$ cat src/rtl/ext_pkg.sv
// Mode encodings shared by the operand extender pipeline and its lane extender.
package ext_pkg;
  typedef logic [1:0] ext_mode_t;

  localparam ext_mode_t EXT_ZERO    = 2'b00;
  localparam ext_mode_t EXT_SIGN    = 2'b01;
  localparam ext_mode_t EXT_ZERO_AL = 2'b10;
  localparam ext_mode_t EXT_SIGN_AL = 2'b11;
endpackage

$ cat src/rtl/ext_lane.sv
// Combinational single-lane extender: zero/sign extension with optional left-align shift.
module ext_lane
  import ext_pkg::*;
#(
  parameter int IN_W     = 4,
  parameter int OUT_W    = 8,
  parameter int ALIGN_SH = 2
) (
  input  logic [1:0]       mode,
  input  logic [IN_W-1:0]  in,
  output logic [OUT_W-1:0] out
);

  logic signed [IN_W-1:0]  in_s;
  logic signed [OUT_W-1:0] sx;
  logic        [OUT_W-1:0] zx;
  logic        [OUT_W-1:0] ext;
  logic                    use_sign;
  logic                    use_align;

  assign in_s      = in;
  assign sx        = OUT_W'(in_s);
  assign zx        = OUT_W'(in);
  assign use_sign  = (mode == EXT_SIGN) || (mode == EXT_SIGN_AL);
  assign use_align = (mode == EXT_ZERO_AL) || (mode == EXT_SIGN_AL);
  assign ext       = use_sign ? sx : zx;
  // Headroom is guaranteed by OUT_W >= IN_W + ALIGN_SH, so the shift never drops data bits.
  assign out       = use_align ? (ext << ALIGN_SH) : ext;

endmodule

$ cat src/rtl/ext_align_pipe.sv
// Multi-lane operand extender with a registered output and 2-entry skid buffer.
// Optional per-lane even parity output is enabled by defining EXT_PARITY_EN.
module ext_align_pipe
  import ext_pkg::*;
#(
  parameter int IN_W     = 4,
  parameter int OUT_W    = 8,
  parameter int LANES    = 2,
  parameter int ALIGN_SH = 2,
  parameter int CNT_W    = 8
) (
  input  logic                   clk,
  input  logic                   rst,
  input  logic                   in_valid,
  output logic                   in_ready,
  input  logic [1:0]             in_mode,
  input  logic [LANES*IN_W-1:0]  in_data,
  output logic                   out_valid,
  input  logic                   out_ready,
  output logic [LANES*OUT_W-1:0] out_data,
  output logic [CNT_W-1:0]       txn_cnt
`ifdef EXT_PARITY_EN
  ,
  output logic [LANES-1:0]       out_par
`endif
);

  if (OUT_W < IN_W + ALIGN_SH) begin : g_bad_width
    $error("ext_align_pipe: OUT_W must be >= IN_W + ALIGN_SH");
  end
  if (IN_W < 2) begin : g_bad_in_w
    $error("ext_align_pipe: IN_W must be >= 2");
  end

  ext_mode_t               mode_p0;
  logic [LANES*OUT_W-1:0]  data_p0;
  logic [LANES*OUT_W-1:0]  data_p1;
  logic [LANES*OUT_W-1:0]  skid_data;
  logic                    vld_p1;
  logic                    skid_vld;
  logic                    accept;
  logic                    out_hs;
  logic                    out_free;
  logic [CNT_W-1:0]        cnt;

  assign mode_p0 = ext_mode_t'(in_mode);

  // Stage p0: combinational extension of every lane on the input side
  for (genvar k = 0; k < LANES; k++) begin : g_lane
    ext_lane #(
      .IN_W    (IN_W),
      .OUT_W   (OUT_W),
      .ALIGN_SH(ALIGN_SH)
    ) u_lane (
      .mode(mode_p0),
      .in  (in_data[k*IN_W +: IN_W]),
      .out (data_p0[k*OUT_W +: OUT_W])
    );
  end

  // Ready depends only on registered state and reset, never on out_ready.
  assign in_ready  = !skid_vld && !rst;
  assign accept    = in_valid && in_ready;
  assign out_hs    = vld_p1 && out_ready;
  assign out_free  = !vld_p1 || out_ready;
  assign out_valid = vld_p1;
  assign out_data  = data_p1;
  assign txn_cnt   = cnt;

  // Stage p1: output register with skid buffer behind it
  always_ff @(posedge clk) begin
    if (rst) begin
      vld_p1    <= 1'b0;
      skid_vld  <= 1'b0;
      data_p1   <= '0;
      skid_data <= '0;
      cnt       <= '0;
    end else begin
      if (out_free) begin
        if (skid_vld) begin
          data_p1  <= skid_data;
          vld_p1   <= 1'b1;
          skid_vld <= 1'b0;
        end else if (accept) begin
          data_p1 <= data_p0;
          vld_p1  <= 1'b1;
        end else begin
          vld_p1 <= 1'b0;
        end
      end else if (accept) begin
        skid_data <= data_p0;
        skid_vld  <= 1'b1;
      end
      if (out_hs) cnt <= cnt + CNT_W'(1);
    end
  end

`ifdef EXT_PARITY_EN
  logic [LANES-1:0] par_p0;
  logic [LANES-1:0] par_p1;
  logic [LANES-1:0] skid_par;

  always_comb begin
    par_p0 = '0;
    for (int k = 0; k < LANES; k++) par_p0[k] = ^data_p0[k*OUT_W +: OUT_W];
  end

  // Parity follows exactly the same load decisions as the data registers.
  always_ff @(posedge clk) begin
    if (rst) begin
      par_p1   <= '0;
      skid_par <= '0;
    end else if (out_free) begin
      if (skid_vld)    par_p1 <= skid_par;
      else if (accept) par_p1 <= par_p0;
    end else if (accept) begin
      skid_par <= par_p0;
    end
  end

  assign out_par = par_p1;
`endif

endmodule
$ cat config.mk
export PLATFORM = sky130hd
export DESIGN_NAME = ext_align_pipe
export DESIGN_NICKNAME = d
export VERILOG_FILES = /design/src/rtl/ext_pkg.sv /design/src/rtl/ext_lane.sv /design/src/rtl/ext_align_pipe.sv
export SDC_FILE = /design/constraint.sdc
export NUM_CORES = 1
export LEC_CHECK = 0
export BUFFER_PORTS_ARGS = -buffer_cell sky130_fd_sc_hd__buf_2
export CAP_MARGIN = 30
export CORE_MARGIN = 2
export CORE_UTILIZATION = 40
export DETAILED_ROUTE_END_ITERATION = 8
export PLACE_DENSITY_LB_ADDON = 0.12
export RECOVER_POWER = 25
export SLEW_MARGIN = 10
export SYNTH_ARGS = -nofsm -noshare
export SYNTH_HDL_FRONTEND = slang
export SYNTH_HIERARCHICAL = 1
export SYNTH_SLANG_ARGS = --single-unit
$ cat constraint.sdc
create_clock -name clk -period 1.95 [get_ports clk]
set_input_delay 0.2925 -clock clk [delete_from_list [all_inputs] [get_ports clk]]
set_output_delay 0.2925 -clock clk [all_outputs]
set_load 0.005 [all_outputs]
; Word-level counts from Yosys, hierarchy flattened
; Cells that the tools add are included.
[word_totals]
regBits = 42
word_cells = 31
[classes]
add_sub_neg = 1
reduce_logical = 13
n_eq_ne = 3
n_bitwise = 1
muxes = 8
[op_table]
columns = operator, count
row1 = $mux 16, 2
row2 = $mux 8, 4
row3 = $add 8x1->8 const B, 1
row4 = $eq 2x2->1 const B, 2
row5 = $reduce_and 2->1, 2
row6 = $logic_and 1x1->1, 3
row7 = $logic_not 1->1, 3
row8 = $logic_or 1x1->1, 3
row9 = $eq 2x1->1 const B, 1
row10 = $mux 1, 2
row11 = $reduce_bool 2->1, 1
row12 = $reduce_or 2->1, 1
row13 = $not 1->1, 1

; Depth between registers and ports, before layout
; Gate-level depths: netlist of the first run.
[depth]
ltp_word = 6
ltp_mapped = 6

; Modules after synthesis
; The synthesis of the first run kept the hierarchy.
[by_module_without_submodules]
columns = module, area_each_um2, cells_each, seq_area_each_um2, instances
row1 = ext_align_pipe, 2020.7, 217, 840.8, 1
row2 = ext_lane, 70.1, 8, 0.0, 2

; Least setup slack after synthesis of the first run
; Ideal clock, no wire load.
[synth_timing]
path_kind = register to register
from = register vld_p1, in the netlist out_valid
to = register skid_data[15]
arrival_ps = 1293
synth_period_minus_slack_ps = 1425
required_time_ps = 1818
stages_incl_launch_ff = 5
setup_time_ps = 132
setup_slack_ps = 525
cell_sequence = dfxtp_1 or4b_4 buf_6 o21ai_1 a21oi_1
[synth_between]
elab_chain_len = 4
[synth_rtl]
columns = element, line_no
row1 = "start, declared", ext_align_pipe.sv:39  ; logic vld_p1;
row2 = "start signal, assigned", ext_align_pipe.sv:73  ; vld_p1 <= 1'b0;
row3 = "start signal, assigned", ext_align_pipe.sv:82  ; vld_p1 <= 1'b1;
row4 = "start signal, assigned", ext_align_pipe.sv:86  ; vld_p1 <= 1'b1;
row5 = $logic_not 1->1, ext_align_pipe.sv:65  ; assign out_free = !vld_p1 || out_ready;
row6 = $logic_or 1x1->1, ext_align_pipe.sv:65
row7 = $not 1->1 (no source line), --
row8 = $reduce_and 2->1 (no source line), --
row9 = "end signal, assigned", ext_align_pipe.sv:91  ; skid_data <= data_p0;
row10 = "end, declared", ext_align_pipe.sv:38  ; logic [LANES*OUT_W-1:0] skid_data;
; Every way passes these cells.
; A chain may end at the register's enable or synchronous reset.

; Final worst setup path of the first run
[layout_timing]
from = register skid_vld
to = register data_p1[5], in the netlist out_data[5]
[layout_between]
elab_chain_len = 5
[layout_rtl]
columns = element, line_no
row1 = "start, declared", ext_align_pipe.sv:40  ; logic skid_vld;
row2 = "start signal, assigned", ext_align_pipe.sv:74  ; skid_vld <= 1'b0;
row3 = "start signal, assigned", ext_align_pipe.sv:83  ; skid_vld <= 1'b0;
row4 = "start signal, assigned", ext_align_pipe.sv:92  ; skid_vld <= 1'b1;
row5 = $logic_not 1->1, ext_align_pipe.sv:62  ; assign in_ready = !skid_vld && !rst;
row6 = $logic_and 1x1->1, ext_align_pipe.sv:62
row7 = $logic_and 1x1->1, ext_align_pipe.sv:63  ; assign accept = in_valid && in_ready;
row8 = $reduce_bool 2->1 (no source line), --
row9 = $reduce_and 2->1 (no source line), --
row10 = "end signal, assigned", ext_align_pipe.sv:81  ; data_p1 <= skid_data;
row11 = "end signal, assigned", ext_align_pipe.sv:85  ; data_p1 <= data_p0;
row12 = "end, declared", ext_align_pipe.sv:37  ; logic [LANES*OUT_W-1:0] data_p1;
; Several ways; a longest one is shown, not always the timed one.

==> results of run 1 <==
-- stage by stage --
stage / cells / power, mW
5_1_grt: 337 / 1.79
3_3_place_gp: 330 / 1.19
2_1_floorplan: 233 / 1.11
4_1_cts: 337 / 1.72
6_report: 337 / 1.70
3_5_place_dp: 330 / 1.19
-- layout make-up --
| cell class | count | area [µm²] | area share (%) |
|---|---|---|---|
| tap | 70 | 87.6 | 3.57 |
| clock buffer | 7 | 76.3 | 3.11 |
| inverter | 19 | 71.3 | 2.91 |
| timing repair buffer | 48 | 272 | 11.1 |
| sequential | 42 | 841 | 34.3 |
| multi-input combinational | 151 | 1110 | 45.1 |
-- worst paths after layout --
kind / from / to / cells after the start
hold reg to reg: out_data[4] / out_data[4] / 2
hold / removal: out_ready / txn_cnt[1] / 3
setup reg to reg: skid_vld / out_data[5] / 4
setup / recovery: skid_vld / out_data[5] / 4
-- layer usage --
layer | track usage, % | wire, µm | share of wire (%) | up-vias
met3 | 4.53 | 191 | 3.8 | 8
met2 | 28.5 | 2280 | 45 | 32
li1 | - | - | - | 908
met5 | 0 | 0 | 0 | -
met1 | 24.4 | 2490 | 49 | 826
met4 | 6.25 | 83 | 1.6 | 0
-- power breakdown --
group | total, mW | switching [mW] | internal [mW]
clock | 0.533 | 0.286 | 0.247
combinational | 0.254 | 0.139 | 0.115
sequential | 0.910 | 0.0201 | 0.890
-- cells in the mapped netlist, types with 2 or more instances --
library cell,instances,share of area [%]
sky130_fd_sc_hd__a211oi_1,24,8.3
sky130_fd_sc_hd__a21oi_1,22,5.1
sky130_fd_sc_hd__mux2_1,4,2.1
sky130_fd_sc_hd__dfxtp_1,42,39
sky130_fd_sc_hd__o21a_1,2,0.69
sky130_fd_sc_hd__nand2_1,4,0.69
sky130_fd_sc_hd__clkbuf_1,6,1.0
sky130_fd_sc_hd__mux2_2,18,9.4
sky130_fd_sc_hd__or3_1,3,0.87
sky130_fd_sc_hd__o31ai_1,2,0.69
sky130_fd_sc_hd__or4_1,2,0.69
sky130_fd_sc_hd__inv_1,18,3.1
sky130_fd_sc_hd__a211oi_2,8,4.6
sky130_fd_sc_hd__buf_6,6,3.1
sky130_fd_sc_hd__o21ai_1,15,3.5
sky130_fd_sc_hd__nor2_1,5,0.87
sky130_fd_sc_hd__and2_4,2,0.81
sky130_fd_sc_hd__xor2_1,2,0.81
sky130_fd_sc_hd__nand3_1,21,4.9
sky130_fd_sc_hd__nor2b_1,5,1.4
sky130_fd_sc_hd__buf_2,5,1.2
sky130_fd_sc_hd__o21ai_0,4,0.93
sky130_fd_sc_hd__buf_4,3,1.0
-- cells by family after synthesis --
family                     count (synthesis)
and+or+nand+nor                           47
adders and majority gates                  1
AOI/OAI and AO/OA                         79
DFF                                       42
xor gates and xnor gates                   2
buffers and inverters                     40
muxes                                     22
-- critical path: cells and delay by family, from the launching register on --
kind	cells	cell delay, ns
compound gates	2	0.64
buf+inv	2	0.51
flops	1	0.36
-- flip-flops by register name (all words and copies together) (netlist names) --
name	cells
out_data	16
out_valid	1
skid_vld	1
txn_cnt	8
skid_data	16
==> load_flow_metrics.sql, run 1 <==
INSERT INTO impl_metrics (metric_group, metric, value, unit) VALUES
('synth', 'synth_compound_area_share', '25.0', '%'),
('critical_path', 'critical_path_fanout_max', '17', ''),
('floorplanning', 'die_w', '77.5', 'µm'),
('finish', 'final_layout_size_suffix_gt1_share', '31.8', '%'),
('synth', 'synth_mux_area_share', '11.5', '%'),
('synth', 'postSynthAreaPerCell', '9.27', 'µm²'),
('finish', 'final_cell_mix', 'sky130_fd_sc_hd__dfxtp_1, sky130_fd_sc_hd__buf_2, sky130_fd_sc_hd__a211oi_1', ''),
('status', 'outcome', 'completed', ''),
('sta', 'setup-tns-final', '0', 'ns'),
('synth', 'syn-num-nets', '248', ''),
('floorplanning', 'initial_utilization', '41.8', '%'),
('finish', 'antennaDiodeCount', '0', ''),
('sta', 'final-hold-violation-count', '0', ''),
('sta', 'timing.final.crit_share', '81.8', '%'),
('synth', 'synth_ff_type', 'sky130_fd_sc_hd__dfxtp_1', ''),
('critical_path', 'timing.critical_path.required', '2.15', 'ns'),
('finish', 'utilization', '47.5', '%'),
('sta', 'worst_slew_margin_rel', '62.5', '%'),
('pwr', 'cell_pwr_density', '691', 'mW/mm²'),
('drt', 'routed_via_density', '5.26', ''),
('clock_tree', 'postCtsSetupBuffers', '0', ''),
('global_routing', 'wire_length_of_the_first_global_routing_pass', '8.67', 'mm'),
('sta', 'finalMaxSlewViolations', '0', ''),
('floorplanning', 'die_h', '77.5', 'µm'),
('synth', 'async_reset_ff_share', '0', '%'),
('clock_tree', 'clockBufferDepth', '2', ''),
('synth', 'yosysWarnings', '6', ''),
('placement', 'gp_congestion', '0.778', ''),
('clock_tree', 'cts_hold_buf', '0', ''),
('critical_path', 'crit_path_end_kind', 'flop', ''),
('global_routing', 'grt.total_usage', '18.2', '%'),
('global_routing', 'sum_of_overflow_across_all_layers_after_global_routing', '0', ''),
('critical_path', 'worstPathArrival', '1.79', 'ns'),
('floorplanning', 'placementRows', '26', ''),
('global_routing', 'grt_start_max_net_pins', '20', ''),
('sta', 'timing.final.crit_period', '1.59', 'ns'),
('synth', 'synth_area', '0.00216', 'mm²'),
('clock_tree', 'cts_made_buffers', '5', ''),
('sta', 'clock.fmax', '627', 'MHz'),
('synth', 'largest_family_of_logic_cells_by_synthesized_area', 'compound AO/OA/AOI/OAI gates', ''),
('sta', 'setup_repair_after_global_routing_missed_its_margin', 'no', ''),
('synth', 'synth-xor-area-share', '0.811', '%'),
('sta', 'finalClockSkew', '0.00620', 'ns'),
('synth', 'synthAdderAreaFrac', '0.579', '%'),
('finish', 'layout_commonest_cell', 'sky130_fd_sc_hd__dfxtp_1', ''),
('critical_path', 'worst_path_largest_cell_delay', '0.38', 'ns'),
('pwr', 'irDropWorstVdd', '340', 'µV'),
('synth', 'synth_instances', '233', ''),
('finish', 'final_net_count', '282', ''),
('floorplanning', 'overall_die_area', '0.00601', 'mm²'),
('synth', 'number_of_enable_type_register_cells_in_the_synthesized_netlist', '0', ''),
('pwr', 'total_leakage_power', '0.904', 'nW'),
('drt', 'wl_per_cell', '15.0', 'µm'),
('clock_tree', 'ctsHtreeMaxLevel', '2', ''),
('sta', 'worst_slack', '0.356', 'ns'),
('critical_path', 'cp_cell_sequence', 'buf_4 > inv_1 > a21o_4 > a211oi_1', ''),
('synth', 'seq_area_frac_synth', '38.9', '%'),
('finish', 'n_fill_cell', '516', ''),
('synth', 'yosys.cell_types.count', '33', ''),
('drt', 'drc', '0', ''),
('synth', 'simple_logic_cell_fraction_of_the_synthesized_area', '13.4', '%'),
('finish', 'area.growth.synth_to_final', '13.6', '%'),
('drt', 'dr.pass1.iters', '4', ''),
('clock_tree', 'clock-root-buffer', 'sky130_fd_sc_hd__clkbuf_8', ''),
('sta', 'hold_ws', '0.349', 'ns'),
('placement', 'preCtsSetupSlack', '0.277', 'ns'),
('clock_tree', 'cts.reportedPaths.clkPinSlew', '0.08', 'ns'),
('clock_tree', 'resized_gates_after_cts', '0', ''),
('global_routing', 'antenna_found_initial', '0', ''),
('critical_path', 'setup.worst_path.class', 'flop to flop', ''),
('finish', 'final_design_area_no_fill', '0.00245', 'mm²');
Power figures use the tool's default switching activity.
==> run 2, diff against run 1 <==
--- a/config.mk
+++ b/config.mk
@@ -5,6 +5,7 @@
 export SDC_FILE = /design/constraint.sdc
 export NUM_CORES = 1
 export LEC_CHECK = 0
+export ABC_AREA = 1
 export BUFFER_PORTS_ARGS = -buffer_cell sky130_fd_sc_hd__buf_2
 export CAP_MARGIN = 30
 export CORE_MARGIN = 2
==> constraint.sdc (replaced) <==
create_clock -name clk -period 1.31 [get_ports clk]
set_input_delay 0.1965 -clock clk [delete_from_list [all_inputs] [get_ports clk]]
set_output_delay 0.1965 -clock clk [all_outputs]
set_load 0.005 [all_outputs]
==> run 2 against run 1 <==
- register-to-register slack got worse by 0.24 ns
- count of clock-buffer cells in the layout is the same
- combinational power rose by 38%
- sequential power is 48% higher
- synthesized cell count up 58%
- total power increased by 52%
- global-route usage is 2.4 points lower
- clock skew up 0.0020 ns
- non-clock buffer count up 2
- critical path depth up 2
- final area increased by 5.4%
==> load_flow_metrics.sql, run 2 <==
INSERT INTO impl_metrics (metric_group, metric, value, unit) VALUES
('status', 'outcome', 'completed', ''),
('placement', 'detailedPlacementHpwl', '3.18', 'mm'),
('drt', 'totalWireLength', '4.38', 'mm'),
('sta', 'setup_repair_after_global_routing_missed_its_margin', 'no', ''),
('critical_path', 'startpoint_type', 'flop', ''),
('drt', 'routed_via_density', '4.25', ''),
('clock_tree', 'clkSinkCount', '42', ''),
('synth', 'seq_area_frac_synth', '37.9', '%'),
('critical_path', 'timing.critical_path.required', '1.55', 'ns'),
('global_routing', 'wire_length_of_the_first_global_routing_pass', '7.80', 'mm'),
('sta', 'worst-slew-pin-transition', '0.313', 'ns'),
('critical_path', 'critical_path_depth', '6', ''),
('finish', 'final_layout_size_suffix_gt1_share', '14.5', '%'),
('synth', 'postSynthAreaPerCell', '6.01', 'µm²'),
('global_routing', 'grt.total_usage', '15.8', '%'),
('sta', 'timing.final.crit_share', '91.0', '%'),
('drt', 'drt_iter0_markers', '63', ''),
('synth', 'yosysWarnings', '6', ''),
('sta', 'timing.final.crit_period', '1.19', 'ns'),
('synth', 'async_reset_ff_share', '0', '%'),
('critical_path', 'critical-path-slowest-cell', 'sky130_fd_sc_hd__dfxtp_1', ''),
('finish', 'antennaDiodeCount', '0', ''),
('critical_path', 'timing.critical_path.buf_inv', '2', ''),
('synth', 'synth.top_cell.area_share', '37.9', '%'),
('clock_tree', 'cts_made_buffers', '5', ''),
('synth', 'synth_top_cells_by_count', 'sky130_fd_sc_hd__nor2_1, sky130_fd_sc_hd__nand2_1, sky130_fd_sc_hd__inv_1', ''),
('placement', 'preCtsSetupSlack', '0.0422', 'ns'),
('clock_tree', 'ctsHtreeMaxLevel', '2', ''),
('critical_path', 'setup.worst_path.class', 'flop to flop', ''),
('drt', 'wl_per_cell', '9.12', 'µm'),
('synth', 'number_of_enable_type_register_cells_in_the_synthesized_netlist', '0', ''),
('sta', 'finalMaxSlewViolations', '0', ''),
('floorplanning', 'initial_utilization', '40.7', '%'),
('placement', 'gp_congestion', '0.764', ''),
('floorplanning', 'die_h', '78.4', 'µm'),
('clock_tree', 'postCtsSetupBuffers', '0', ''),
('critical_path', 'worstPathArrival', '1.43', 'ns'),
('finish', 'area.growth.synth_to_final', '16.7', '%'),
('sta', 'final-hold-violation-count', '0', ''),
('critical_path', 'timing.critical_path.max_delay_family', 'flip-flops', ''),
('critical_path', 'timing.rr.start', 'skid_vld', ''),
('sta', 'worst_slack', '0.118', 'ns'),
('clock_tree', 'resized_gates_after_cts', '0', ''),
('critical_path', 'critical_path.startpoint', 'skid_vld', ''),
('sta', 'setup_violation_total_in_the_final_timing_report', '0', ''),
('critical_path', 'crit_path_end_kind', 'flop', ''),
('critical_path', 'crit-reg2reg-capture', 'out_data[4]', ''),
('synth', 'flops_latches_synth', '42', ''),
('job', 'max_cap_violations', '0', ''),
('synth', 'synth.most_common_cell', 'sky130_fd_sc_hd__nor2_1', ''),
('drt', 'drc', '0', ''),
('floorplanning', 'die_w', '78.4', 'µm'),
('placement', 'place.port_buffers', '39', ''),
('drt', 'dr.pass1.iters', '4', ''),
('synth', 'syn-num-nets', '384', ''),
('sta', 'finalClockSkew', '0.00823', 'ns'),
('clock_tree', 'clock-root-buffer', 'sky130_fd_sc_hd__clkbuf_8', ''),
('critical_path', 'setup.worst_path.end', 'out_data[4]', ''),
('min_path', 'holdCritPathClass', 'primary input to flop', ''),
('clock_tree', 'cts_tree', 'built', ''),
('global_routing', 'sum_of_overflow_across_all_layers_after_global_routing', '0', ''),
('drt', 'detailed_route_via_count', '2042', ''),
('floorplanning', 'placementRows', '27', ''),
('critical_path', 'cp_cell_sequence', 'buf_12 > a21oi_4 > nor2_4 > buf_4 > nor2_1 > nor2_1', ''),
('clock_tree', 'clockBufferDepth', '2', ''),
('sta', 'worst_slew_margin_rel', '79.1', '%'),
('global_routing', 'grt_start_max_net_pins', '34', ''),
('finish', 'final_cell_mix', 'sky130_fd_sc_hd__nor2_1, sky130_fd_sc_hd__nand2_1, sky130_fd_sc_hd__inv_1', ''),
('pwr', 'total_leakage_power', '1.43', 'nW'),
('global_routing', 'grt_pass1_vias', '1816', ''),
('clock_tree', 'clk-insertion-delay-late', '0.29', 'ns'),
('synth', 'synthTopCellsByArea', 'sky130_fd_sc_hd__dfxtp_1, sky130_fd_sc_hd__nor2_1, sky130_fd_sc_hd__nand2_1', ''),
('pwr', 'cell_pwr_density', '995', 'mW/mm²'),
('synth', 'synth_top_area_cell', 'sky130_fd_sc_hd__dfxtp_1', ''),
('critical_path', 'worst_path_largest_cell_delay', '0.44', 'ns'),
('synth', 'yosys.cell_types.count', '21', ''),
('drt', 'antenna_violating_nets_post_route', '0', ''),
('synth', 'synth_area', '0.00222', 'mm²'),
('synth', 'synth_ff_type', 'sky130_fd_sc_hd__dfxtp_1', ''),
('sta', 'setup-tns-final', '0', 'ns'),
('floorplanning', 'core_area', '0.00544', 'mm²'),
('floorplanning', 'overall_die_area', '0.00615', 'mm²'),
('finish', 'final_net_count', '422', ''),
('critical_path', 'worstRegToRegCells', '6', ''),
('clock_tree', 'cts_hold_buf', '0', ''),
('synth', 'synth_instances', '369', ''),
('critical_path', 'worst_path_most_repeated_cell', 'sky130_fd_sc_hd__nor2_1', ''),
('critical_path', 'regToRegSetupSlack', '0.12', 'ns'),
('sta', 'clock.fmax', '839', 'MHz'),
('pwr', 'irDropWorstVdd', '433', 'µV'),
('critical_path', 'critical_path_fanout_max', '33', ''),
('global_routing', 'antenna_found_initial', '0', ''),
('finish', 'layout_commonest_cell', 'sky130_fd_sc_hd__nor2_1', ''),
('floorplanning', 'io_pins', '40', ''),
('clock_tree', 'cts.reportedPaths.clkPinSlew', '0.08', 'ns');
## run 2: layout make-up
cell class | instances | area (µm²)
sequential | 42 | 841
timing repair buffer | 50 | 308
inverter | 56 | 210
tap | 72 | 90.1
clock inverter | 1 | 5.00
multi-input combinational | 252 | 1050
fill | 620 | 2850
clock buffer | 7 | 86.3
## run 2: how the worst min path moves through the flow
| stage | start | depth (start not counted) | end | slack [ns] |
|---|---|---|---|---|
| after floorplan | rst | 1 | out_valid | 0.27 |
| after global placement | out_data[10] | 2 | out_data[10] | 0.46 |
| after detailed placement | out_data[7] | 2 | out_data[7] | 0.47 |
| after CTS | rst | 2 | out_valid | 0.18 |
| after global routing | rst | 2 | out_valid | 0.19 |
| final | rst | 2 | out_valid | 0.19 |
## run 2: cell families after synthesis
family                   share of synthesized area [%]
AND/OR/NAND/NOR                                   43.0
flip-flops                                        37.9
buffers and inverters                             14.9
AO/OA/AOI/OAI                                     3.61
adder cells (fa/ha/maj)                          0.565
## run 2: per-layer routing
metal | track usage (%) | vias up | part of all wire [%] | wire, µm
met3 | 4.83 | 2 | 4.8 | 209
met2 | 25.1 | 32 | 42 | 1830
met1 | 20.3 | 852 | 53 | 2310
met5 | 0 | - | 0 | 0
met4 | 5.79 | 0 | 0.66 | 29
li1 | - | 1156 | - | -
## run 2: metrics by stage
stage	utilization (%)	hold WS, ns	instances	power, mW	cell area [µm²]
after floorplan	-	0.266	369	1.61	2220
after global placement	45.5	0.461	470	1.72	2470
after detailed placement	45.5	0.468	470	1.73	2470
after CTS	47.2	0.179	478	2.60	2570
after global routing	47.6	0.186	480	2.73	2590
final	47.6	0.190	480	2.57	2590
## run 2: report_power, final
part           switching, mW  internal [mW]  total, mW
logic                  0.205          0.146      0.351
registers             0.0249           1.32       1.35
clock network          0.447          0.426      0.873
==> run 3, diff against run 2 <==
--- a/config.mk
+++ b/config.mk
@@ -11,7 +11,7 @@
 export CORE_MARGIN = 2
 export CORE_UTILIZATION = 40
 export DETAILED_ROUTE_END_ITERATION = 8
-export PLACE_DENSITY_LB_ADDON = 0.12
+export PLACE_DENSITY = 0.62
 export RECOVER_POWER = 25
 export SLEW_MARGIN = 10
 export SYNTH_ARGS = -nofsm -noshare
==> constraint.sdc (replaced) <==
create_clock -name clk -period 1.3 [get_ports clk]
set_input_delay 0.195 -clock clk [delete_from_list [all_inputs] [get_ports clk]]
set_output_delay 0.195 -clock clk [all_outputs]
set_load 0.005 [all_outputs]
==> run 3 against run 2 <==
- first-iteration DRC count increased by 90%
- hold slack got worse by 0.014 ns
- largest cell class unchanged
- count of clock-buffer cells in the layout up 1
- critical path depth is 1 higher
- register-to-register slack lost 0.05 ns
- via count increased by 1.2%
- combinational power grew 2%
- die area stayed put
- worst setup slack lost 0.053 ns
- total power grew 5.2%
==> load_flow_metrics.sql, run 3 (same netlist as run 2, synthesis figures left out) <==
INSERT INTO impl_metrics (metric_group, metric, value, unit) VALUES
('clock_tree', 'cts_tree', 'built', ''),
('global_routing', 'grt_pass1_vias', '1799', ''),
('sta', 'final-hold-violation-count', '0', ''),
('sta', 'setup_violation_total_in_the_final_timing_report', '0', ''),
('status', 'outcome', 'completed', ''),
('critical_path', 'worst_path_most_repeated_cell', 'sky130_fd_sc_hd__nand2_1', ''),
('global_routing', 'wire_length_of_the_first_global_routing_pass', '8.00', 'mm'),
('finish', 'final_cell_mix', 'sky130_fd_sc_hd__nor2_1, sky130_fd_sc_hd__nand2_1, sky130_fd_sc_hd__inv_1', ''),
('critical_path', 'setup.worst_path.class', 'flop to flop', ''),
('drt', 'totalWireLength', '4.77', 'mm'),
('placement', 'gp_congestion', '0.783', ''),
('clock_tree', 'clockBufferDepth', '2', ''),
('clock_tree', 'clkSinkCount', '42', ''),
('pwr', 'combPwrFrac', '13.2', '%'),
('finish', 'n_fill_cell', '591', ''),
('floorplanning', 'io_pins', '40', ''),
('critical_path', 'startpoint_type', 'flop', ''),
('finish', 'final_net_count', '422', ''),
('floorplanning', 'core_area', '0.00544', 'mm²'),
('global_routing', 'grt.total_usage', '16.1', '%'),
('drt', 'antenna_violating_nets_post_route', '0', ''),
('sta', 'finalClockSkew', '0.0111', 'ns'),
('floorplanning', 'initial_utilization', '40.7', '%'),
('finish', 'antennaDiodeCount', '0', ''),
('critical_path', 'worstPathArrival', '1.43', 'ns'),
('global_routing', 'grt_start_max_net_pins', '40', ''),
('clock_tree', 'clock-root-buffer', 'sky130_fd_sc_hd__clkbuf_8', ''),
('drt', 'wl_per_cell', '9.93', 'µm'),
('finish', 'area.growth.synth_to_final', '18.9', '%'),
('global_routing', 'sum_of_overflow_across_all_layers_after_global_routing', '0', ''),
('drt', 'drc', '0', ''),
('sta', 'setup_repair_after_global_routing_missed_its_margin', 'yes', ''),
('pwr', 'clock_power_share', '36.5', '%'),
('sta', 'clock.fmax', '809', 'MHz'),
('pwr', 'sw_frac_of_total', '25.4', '%'),
('clock_tree', 'ctsHtreeMaxLevel', '2', ''),
('drt', 'dr.pass1.iters', '4', ''),
('job', 'max_cap_violations', '0', ''),
('finish', 'layout_commonest_cell', 'sky130_fd_sc_hd__nor2_1', ''),
('sta', 'timing.final.crit_period', '1.24', 'ns'),
('pwr', 'irDropWorstVdd', '373', 'µV'),
('drt', 'drt_iter0_markers', '120', ''),
('placement', 'place.port_buffers', '39', ''),
('global_routing', 'antenna_found_initial', '0', ''),
('critical_path', 'cp_cell_sequence', 'nor2_4 > nand2_1 > nor2_4 > clkbuf_16 > nand2_1 > nand2_1 > nor2_1', ''),
('floorplanning', 'overall_die_area', '0.00615', 'mm²'),
('pwr', 'internal_power', '2.02', 'mW'),
('pwr', 'total_leakage_power', '1.47', 'nW'),
('sta', 'worst-slew-pin-transition', '0.417', 'ns'),
('floorplanning', 'die_h', '78.4', 'µm'),
('critical_path', 'timing.critical_path.buf_inv', '1', ''),
('placement', 'detailedPlacementHpwl', '3.21', 'mm'),
('finish', 'final_layout_size_suffix_gt1_share', '16.7', '%'),
('pwr', 'cell_pwr_density', '1030', 'mW/mm²'),
('sta', 'timing.final.crit_share', '95.0', '%'),
('critical_path', 'critical_path_fanout_max', '16', ''),
('min_path', 'holdCritPathClass', 'primary input to flop', ''),
('sta', 'finalMaxSlewViolations', '0', ''),
('floorplanning', 'die_w', '78.4', 'µm'),
('drt', 'routed_via_density', '4.31', ''),
('critical_path', 'timing.critical_path.required', '1.49', 'ns'),
('clock_tree', 'cts_made_buffers', '5', ''),
('critical_path', 'crit_path_end_kind', 'flop', ''),
('placement', 'placed_instances', '470', ''),
('floorplanning', 'placementRows', '27', ''),
('drt', 'detailed_route_via_count', '2067', ''),
('sta', 'worst_slew_margin_rel', '72.2', '%'),
('critical_path', 'worst_path_largest_cell_delay', '0.36', 'ns'),
('critical_path', 'timing.critical_path.max_delay_family', 'simple AND/OR/NAND/NOR gates', ''),
('critical_path', 'critical-path-slowest-cell', 'sky130_fd_sc_hd__dfxtp_2', ''),
('clock_tree', 'cts.reportedPaths.clkPinSlew', '0.09', 'ns'),
('pwr', 'power.switching', '0.687', 'mW'),
('pwr', 'power.total', '2.71', 'mW'),
('clock_tree', 'cts_hold_buf', '0', ''),
('sta', 'setup-tns-final', '0', 'ns'),
('pwr', 'seq_power_share', '50.3', '%'),
('clock_tree', 'clk-insertion-delay-late', '0.30', 'ns'),
('finish', 'fin_cells', '480', '');
## run 3: cell count changes in the layout (fill, tap and decap cells not counted), sizes merged
cell and change:
buf +5, clkbuf -4, clkinv -1
## run 3: layer usage
layer	routed length, µm	GRT usage [%]	vias up
met3	153	2.87	5
met4	51	5.26	0
met2	2080	26.1	33
li1	-	-	1151
met1	2490	21.8	878
met5	0	0	-
## run 3: final cells by class
cell class | count | area, µm² | area share [%]
Inverter | 56 | 210 | 7.98
Clock buffer | 8 | 110 | 4.18
Sequential cell | 42 | 842 | 32.0
Multi-Input combinational cell | 252 | 1050 | 39.8
Timing Repair Buffer | 50 | 333 | 12.6
Tap cell | 72 | 90.1 | 3.42
## run 3: repair_timing
item | CTS | global route
endpoints found under the setup margin | 0 | 20
buffers inserted | 0 | 1
resized for setup | 0 | 2
hold endpoints to repair | 0 | 0
## run 3: worst paths after layout
path	from	end	slack, ns	cells after the start
hold / removal	rst	out_valid	0.18	2
setup reg to reg	skid_vld	skid_data[2]	0.06	7
setup / recovery	skid_vld	skid_data[2]	0.06	7
hold reg to reg	out_data[9]	out_data[9]	0.48	2
## run 3: power groups by stage
stage / registers (mW) / logic (mW) / clock network [mW]
detailed placement: 1.39 / 0.349 / 0
global placement: 1.39 / 0.343 / 0
finish: 1.36 / 0.358 / 0.988
floorplan: 1.39 / 0.235 / 0
CTS: 1.36 / 0.350 / 1.01
global route: 1.37 / 0.416 / 1.07
## run 3: metrics by stage
step	hold slack, ns	utilization (%)	setup WS (ns)	area, µm²
after floorplan	0.264	-	0.159	2220
after global placement	0.462	45.5	0.106	2470
after detailed placement	0.472	45.5	0.0638	2470
after CTS	0.176	47.5	0.0368	2580
after global routing	0.192	48.4	-0.00729	2630
final	0.176	48.4	0.0645	2630
